**src/rtl/gpu_host_arbiter.sv**
```systemverilog
// Round-robin arbiter for the GPU RAM/palette host port with lock support.
// Reads return in order through a fixed-latency {valid, id} shift.
module gpu_host_arbiter #(
  parameter int NUM_REQ      = 3,
  parameter int READ_LATENCY = 2,
  parameter int MAX_LOCK     = 16
) (
  input  logic                 clk,
  input  logic                 reset,
  input  logic [NUM_REQ-1:0]   req_valid,
  input  logic [NUM_REQ-1:0]   req_wr,
  input  logic [NUM_REQ-1:0]   req_lock,
  input  logic [NUM_REQ*20-1:0] req_addr,
  input  logic [NUM_REQ*8-1:0] req_wdata,
  output logic [NUM_REQ-1:0]   req_ready,
  output logic [NUM_REQ-1:0]   rd_valid,
  output logic [7:0]           rd_data,
  output logic                 lock_timeout,
  output logic                 host_wr_ena,
  output logic [19:0]          host_addr,
  output logic [7:0]           host_wr_data,
  input  logic [7:0]           host_rd_data
);

  localparam int IDW = (NUM_REQ > 1) ? $clog2(NUM_REQ) : 1;
  localparam int RL  = READ_LATENCY;

  typedef enum logic {ST_ARB, ST_LOCKED} state_t;

  state_t                  r_state;
  logic [IDW-1:0]          r_last;
  logic [IDW-1:0]          r_owner;
  logic [7:0]              r_lock_cnt;
  logic                    r_timeout;
  logic                    r_wr_ena;
  logic [19:0]             r_addr;
  logic [7:0]              r_wdata;
  logic [NUM_REQ-1:0]      r_rd_valid;
  logic [7:0]              r_rd_data;
  logic [RL:0]             r_sh_v;
  logic [RL:0][IDW-1:0]    r_sh_id;

  int                      w_idx;
  logic                    w_rr_hit;
  logic [IDW-1:0]          w_rr_id;
  logic [IDW-1:0]          w_gnt_id;
  logic [NUM_REQ-1:0]      w_ready;
  logic                    w_xfer;
  logic                    w_is_rd;
  logic [7:0]              w_cnt_inc;
  logic                    w_cnt_max;
  logic [NUM_REQ-1:0]      w_rd_oh;

  // Descending scan so the nearest requester after r_last wins.
  always_comb begin
    w_idx    = 0;
    w_rr_hit = 1'b0;
    w_rr_id  = r_last;
    for (int k = NUM_REQ; k >= 1; k--) begin
      w_idx = (int'(r_last) + k) % NUM_REQ;
      if (req_valid[w_idx]) begin
        w_rr_hit = 1'b1;
        w_rr_id  = IDW'(w_idx);
      end
    end
  end

  always_comb begin
    w_ready = '0;
    if (!reset) begin
      case (r_state)
        ST_LOCKED: w_ready[r_owner] = req_valid[r_owner];
        default:   w_ready[w_rr_id] = w_rr_hit;
      endcase
    end
  end

  assign w_gnt_id  = (r_state == ST_LOCKED) ? r_owner : w_rr_id;
  assign w_xfer    = |w_ready;
  assign w_is_rd   = w_xfer & ~req_wr[w_gnt_id];
  assign w_cnt_inc = (r_lock_cnt < 8'(MAX_LOCK)) ? r_lock_cnt + 8'd1
                                                  : r_lock_cnt;
  assign w_cnt_max = (w_cnt_inc >= 8'(MAX_LOCK));

  always_comb begin
    w_rd_oh = '0;
    w_rd_oh[r_sh_id[RL]] = 1'b1;
  end

  always_ff @(posedge clk or posedge reset) begin
    if (reset) begin
      r_state    <= ST_ARB;
      r_last     <= IDW'(NUM_REQ - 1);
      r_owner    <= '0;
      r_lock_cnt <= '0;
      r_timeout  <= 1'b0;
    end else begin
      r_timeout <= 1'b0;
      if (w_xfer) begin
        r_last <= w_gnt_id;
        case (r_state)
          ST_ARB: begin
            if (req_lock[w_gnt_id]) begin
              r_state    <= ST_LOCKED;
              r_owner    <= w_gnt_id;
              r_lock_cnt <= 8'd1;
            end
          end
          default: begin
            r_lock_cnt <= w_cnt_inc;
            if (w_cnt_max) begin
              r_state   <= ST_ARB;
              r_timeout <= 1'b1;
            end else if (!req_lock[r_owner]) begin
              r_state <= ST_ARB;
            end
          end
        endcase
      end
    end
  end

  always_ff @(posedge clk or posedge reset) begin
    if (reset) begin
      r_wr_ena   <= 1'b0;
      r_addr     <= '0;
      r_wdata    <= '0;
      r_sh_v     <= '0;
      r_sh_id    <= '0;
      r_rd_valid <= '0;
      r_rd_data  <= '0;
    end else begin
      r_wr_ena <= 1'b0;
      if (w_xfer) begin
        r_wr_ena <= req_wr[w_gnt_id];
        r_addr   <= req_addr[int'(w_gnt_id)*20 +: 20];
        r_wdata  <= req_wdata[int'(w_gnt_id)*8 +: 8];
      end
      r_sh_v     <= {r_sh_v[RL-1:0], w_is_rd};
      r_sh_id    <= {r_sh_id[RL-1:0], w_gnt_id};
      r_rd_valid <= r_sh_v[RL] ? w_rd_oh : '0;
      if (r_sh_v[RL])
        r_rd_data <= host_rd_data;
    end
  end

  assign req_ready    = w_ready;
  assign rd_valid     = r_rd_valid;
  assign rd_data      = r_rd_data;
  assign lock_timeout = r_timeout;
  assign host_wr_ena  = r_wr_ena;
  assign host_addr    = r_addr;
  assign host_wr_data = r_wdata;

endmodule

```
**config.mk**
```make
export PLATFORM = sky130hd
export DESIGN_NAME = gpu_host_arbiter
export DESIGN_NICKNAME = d
export VERILOG_FILES = /design/src/rtl/gpu_host_arbiter.sv
export SDC_FILE = /design/constraint.sdc
export NUM_CORES = 1
export LEC_CHECK = 0
export CORE_MARGIN = 4
export CORE_UTILIZATION = 43
export DETAILED_ROUTE_END_ITERATION = 6
export PLACE_DENSITY_LB_ADDON = 0.3
export SYNTH_ARGS = -nofsm -noshare
export SYNTH_HDL_FRONTEND = slang
export SYNTH_SLANG_ARGS = --single-unit
```
**constraint.sdc**
```tcl
create_clock -name clk -period 3.8 [get_ports clk]
set_clock_uncertainty 0.2 [all_clocks]
set_input_delay 0.76 -clock clk [delete_from_list [all_inputs] [get_ports clk]]
set_output_delay 0.76 -clock clk [all_outputs]
set_load 0.01 [all_outputs]
```
---- After elaboration in Yosys (flattened, before gate mapping) ----
Cells that the tools add are included.
cells by class
  $add $sub $neg .......................... 4
  multipliers ............................. 1
  divide/modulo/power cells ............... 3
  $lt $le $gt $ge ......................... 12
  shifts and indexed selects .............. 2
  muxes and demuxes ....................... 44
  bitwise logic cells ..................... 5
  reduce and logical (&&, ||, !) cells .... 7
operators with widths
  kind                     number
  $lt A32 B4 Y1 const B    3
  $mod A32 B3 Y32 const B  3
  $shiftx A60 B8 Y20       1
  $mux W1                  24
  $mux W8                  3
  $shiftx A24 B6 Y8        1
  $bmux W1 S2              7
  $lt A2 B3 Y1 const B     4
  $mux W3                  3
  $add A8 B1 Y8 const B    1
  $ge A8 B5 Y1 const B     1
  $lt A8 B5 Y1 const B     1
  $mux W2                  4
  $add A2 B2 Y3 const B    2
  $and A3 B3 Y3            2
  $demux W1 S2             3
  $ge A2 B1 Y1 const B     3
  $mul A2 B3 Y5 const B    1
  $add A2 B1 Y3 const B    1
  $logic_and A1 B1 Y1      3
  $reduce_and A3 Y1        1
  $reduce_or A3 Y1         1
  $not A1 Y1               2
  $reduce_and A2 Y1        1
  other kinds (2)          2
storage, ports and cells
  register bits ........................... 63
  input bits .............................. 103
  output and inout bits ................... 44
  logic and storage cells ................. 92

---- Longest topological paths before layout ----
  depth after elaboration ................. 17
  mapped depth ............................ 14
  mapped depth without buffers ............ 10

---- Worst setup path after synthesis ----
Ideal clock, no wire load.
  path type ............................... flip-flop to output port
  start point ............................. register r_last[1]
  end point ............................... output req_ready[2]
  arrival ................................. 2.339 ns
  data required time ...................... 2.840 ns
  path slack .............................. 0.501 ns
  stages on the path, launching flop included .. 10
  buffers on the path ..................... 2
  cell sequence ........................... dfstp_2 > inv_1 > ha_1 > buf_6 > mux2_4 > o22a_1 > and4_1 > o221ai_1 > a21oi_2 > clkbuf_1
on the way
  cells in the longest elaborated chain, start to end .. 15
  elaborated cells between the ends (all ways) .. 29
ends and longest elaborated chain
  item                                                                RTL line  text
  start, declared                                                     31        logic [IDW-1:0] r_last;
  start signal, assigned                                              93        r_last <= IDW'(NUM_REQ - 1);
  start signal, assigned                                              100       r_last <= w_gnt_id;
  $add A2 B2 Y3                                                       60        w_idx = (int'(r_last) + k) % NUM_REQ;
  $mod A32 B3 Y32                                                     60
  $bmux W1 S2                                                         61        if (req_valid[w_idx]) begin
  $mux W1 (not written as such) (2 in series)                         61
  $mux W2 (3 in series)                                               61
  $lt A2 B3 Y1 (not written as such) or $ge A2 B1 Y1 (tied branches)  73        default: w_ready[w_rr_id] = w_rr_hit;
  $logic_and A1 B1 Y1 (not written as such)                           73
  $mux W1 (not written as such)                                       73
  $demux W1 S2                                                        73
  $and A3 B3 Y3 (no line) (*)                                         n/a
  $mux W3 (*)                                                         71        case (r_state)
  $mux W3 (*)                                                         70        if (!reset) begin
  end, declared                                                       15        output logic [NUM_REQ-1:0] req_ready,
Mark *: on every way between the ends. The rest lies on a longest branch, timed or not. The select of a mux whose other input is x is not followed.

---- Final worst setup path ----
  start point ............................. register r_last[1]
  end point ............................... output req_ready[1]
Same word-level chain as after synthesis.

==> results.json <==
{
  "antenna_found_initial": 0,
  "synth_top_area_frac": 0.4608,
  "crit_path_end_kind": "primary output",
  "cts_tree": "done",
  "p_int_mw": 2.677,
  "clock_path_buffers": 2,
  "io_buffers": 146,
  "final_layout_size_suffix_gt1_frac": 0.1286,
  "synthCells": 325,
  "avgSynthCellArea_sq_um": 10.36,
  "vias": 3145,
  "grt_max_degree": 35,
  "slew_headroom": 0.3625,
  "ant_nets": 0,
  "io_pins": 147,
  "drt-initial-drc-count": 131,
  "start_util": 0.4380,
  "gr-usage-all-layers": 0.2117,
  "synth-seq-cells": 63,
  "p_sw_frac": 0.3951,
  "finalNetCount": 593,
  "synth_top_cell_by_area": "dfrtp_1",
  "critPathLaunchType": "flop",
  "path_class": "flop to primary output",
  "drc": 0,
  "clk_pin_slew_ns": 0.07,
  "nFillCells": 597,
  "p_leak_nw": 2.288,
  "min_path_type": "flop to flop",
  "die_w_microns": 96.49,
  "routedWlPerCell_microns": 16.14,
  "fin_cells": 592,
  "vdd.ir_drop.worst_uv": 455.5,
  "async_reset_ff_frac": 1.000,
  "clock.fmax_ghz": 0.2675,
  "hold_viol_final": 0,
  "cts_hold_buf": 0,
  "dr.pass1.iters": 4,
  "final_util": 0.6852,
  "worst_pin_slew_ns": 0.9476,
  "synth_area_sq_um": 3367,
  "crit_required_ns": 2.84,
  "power_switching_mw": 1.748,
  "n_antenna_cell": 0,
  "setup_ws_ns": 0.06106,
  "drv_slew": 0,
  "gp_congestion": 0.9707,
  "finalCritPeriodShare": 0.9839,
  "power_frac_comb": 0.600,
  "htreeDepth": 3,
  "powerDensity_nw_per_um2": 840.1,
  "critPathArrivalTime_ns": 2.78,
  "avgViaCountPerCell": 5.313,
  "setup_viol_count_final": 0,
  "outcome": "completed",
  "seq_area_frac_synth": 0.4686,
  "grt_pass1_vias": 3202,
  "syn_to_final_growth_pct": 56.45,
  "clock_sinks": 63,
  "p_clk_frac": 0.130,
  "clk_latency_ns": 0.33,
  "cp_max_fo": 4,
  "numCtsBuffers": 9,
  "root_buffer": "clkbuf_8",
  "min_period_ns": 3.739,
  "dp_slack_ns": -0.1525,
  "die-height_microns": 96.49,
  "core_sq_um": 7687,
  "routed_wl_microns": 9555,
  "maxCapViolations": 0,
  "synth_edf_count": 0,
  "grt_pass1_wl_microns": 15020,
  "seqCellArea_sq_um": 1578,
  "multi_input_area_sq_um": 1630,
  "synth_nets": 433,
  "post-place-cells": 575,
  "dp_hpwl_microns": 7280,
  "ys.warnings.count": 0,
  "synthTopCellsByArea": "dfrtp_1 46%, mux2i_1 11%, nor2_1 4.7%",
  "fp-row-count": 32,
  "die_area_sq_um": 9310,
  "p_seq_frac": 0.269,
  "synthDistinctLibCells": 55,
  "synthFlopType": "dfrtp_1",
  "grt_overflow": 0
}
-- power by group through the flow --
stage	clock, mW	sequential [mW]	combinational, mW
6_report	0.577	1.19	2.66
5_1_grt	0.620	1.24	2.92
4_1_cts	0.589	1.19	2.67
3_5_place_dp	0	1.20	2.66
3_3_place_gp	0	1.19	2.59
2_1_floorplan	0	1.24	1.52
-- metrics by stage --
step / TNS [ns] / power (mW) / hold WS (ns) / instance area (sq um)
finish: 0 / 4.425 / 0.1508 / 5268
detailed placement: -0.2963 / 3.858 / 0.1397 / 5047
global placement: -0.1358 / 3.782 / 0.1313 / 5047
floorplan: 0 / 2.761 / 0.1312 / 3367
global route: -0.004193 / 4.775 / 0.1600 / 5268
CTS: 0 / 4.451 / 0.1537 / 5246
-- critical path, stage by stage, from the launching register on --
cell and delay [ns]:
dfstp_2 0.57, inv_1 0.07, ha_1 0.23, nand2b_1 0.18
or3b_1 0.41, and2_1 0.20, a31o_2 0.22, a32o_1 0.27
dlygate4sd2_1 0.30
-- cells in the mapped netlist (2+ instances only) --
master / instances
a211oi_1: 14
ha_1: 5
nor2b_1: 5
o21a_1: 2
a21o_1: 2
inv_1: 21
or2_2: 3
and3b_1: 3
and2_1: 4
o21ai_0: 8
o22a_1: 2
buf_2: 11
dfrtp_1: 62
a32o_1: 2
a22o_1: 4
mux2i_1: 36
nor2_1: 42
mux2_2: 8
and3_1: 2
nand3_1: 4
a21oi_1: 18
nand2_1: 11
nand3b_1: 2
nand2b_1: 2
nor3_1: 3
a221o_1: 14
clkbuf_1: 7
-- placed cells by master (no fill, tap or decap), types with 10 or more instances in the layout --
cell type,instances
inv_1,20
a21oi_1,18
clkbuf_8,10
mux2i_1,35
clkdlybuf4s50_1,142
a211oi_1,14
a221o_1,14
buf_4,21
nor2_1,42
nand2_1,11
dfrtp_1,62
-- worst paths after layout --
kind	slack (ns)	from	depth (start not counted)	to
worst min register to register	0.15	r_sh_v[1]$_DFF_PP0_	0	r_sh_v[2]$_DFF_PP0_
worst max register to register	0.37	r_last[1]$_DFFE_PP1P_	13	host_addr[7]$_DFFE_PP0P_
worst max-delay path	0.06	r_last[1]$_DFFE_PP1P_	8	req_ready[1]
worst min-delay path	0.15	r_sh_v[1]$_DFF_PP0_	0	r_sh_v[2]$_DFF_PP0_
min in group asynchronous	0.73	reset	2	r_owner[1]$_DFFE_PP0P_
max in group asynchronous	1.99	reset	3	rd_data[7]$_DFFE_PP0P_
-- state kept, by name, indices dropped and copies added (netlist names), 2 cells and up --
signal / count
host_addr: 20
host_wr_data: 8
r_lock_cnt: 8
rd_data: 8
r_sh_id: 6
r_sh_v: 3
rd_valid: 3
r_last: 2
r_owner: 2
-- routing by layer --
metal,routed length (microns),GRT usage,up-vias
li1,-,-,1493
met1,3495,0.2408,1489
met2,4914,0.3655,136
met3,814,0.05809,27
met4,331,0.1040,0
met5,0,0,-
-- cell type report --
type                            count  area share
Timing Repair Buffer              169      0.3140
Multi-Input combinational cell    221      0.3095
Sequential cell                    63      0.2995
Clock buffer                       11     0.02684
Tap cell                          102     0.02423
Inverter                           21     0.01496
Clock inverter                      5     0.01093
-- repair_timing --
action / 4_1_cts / 5_1_grt
setup buffers: 0 / 1
resized for setup: 6 / 2
endpoints found under the setup margin: 3 / 2
-- kinds of logic after synthesis --
group / synth area share
and+or+nand+nor: 0.1420
buffers and inverters: 0.05314
DFF: 0.4686
AOI/OAI and AO/OA: 0.1795
adders and majority gates: 0.01858
muxes: 0.1382
Power figures use the tool's default switching activity.
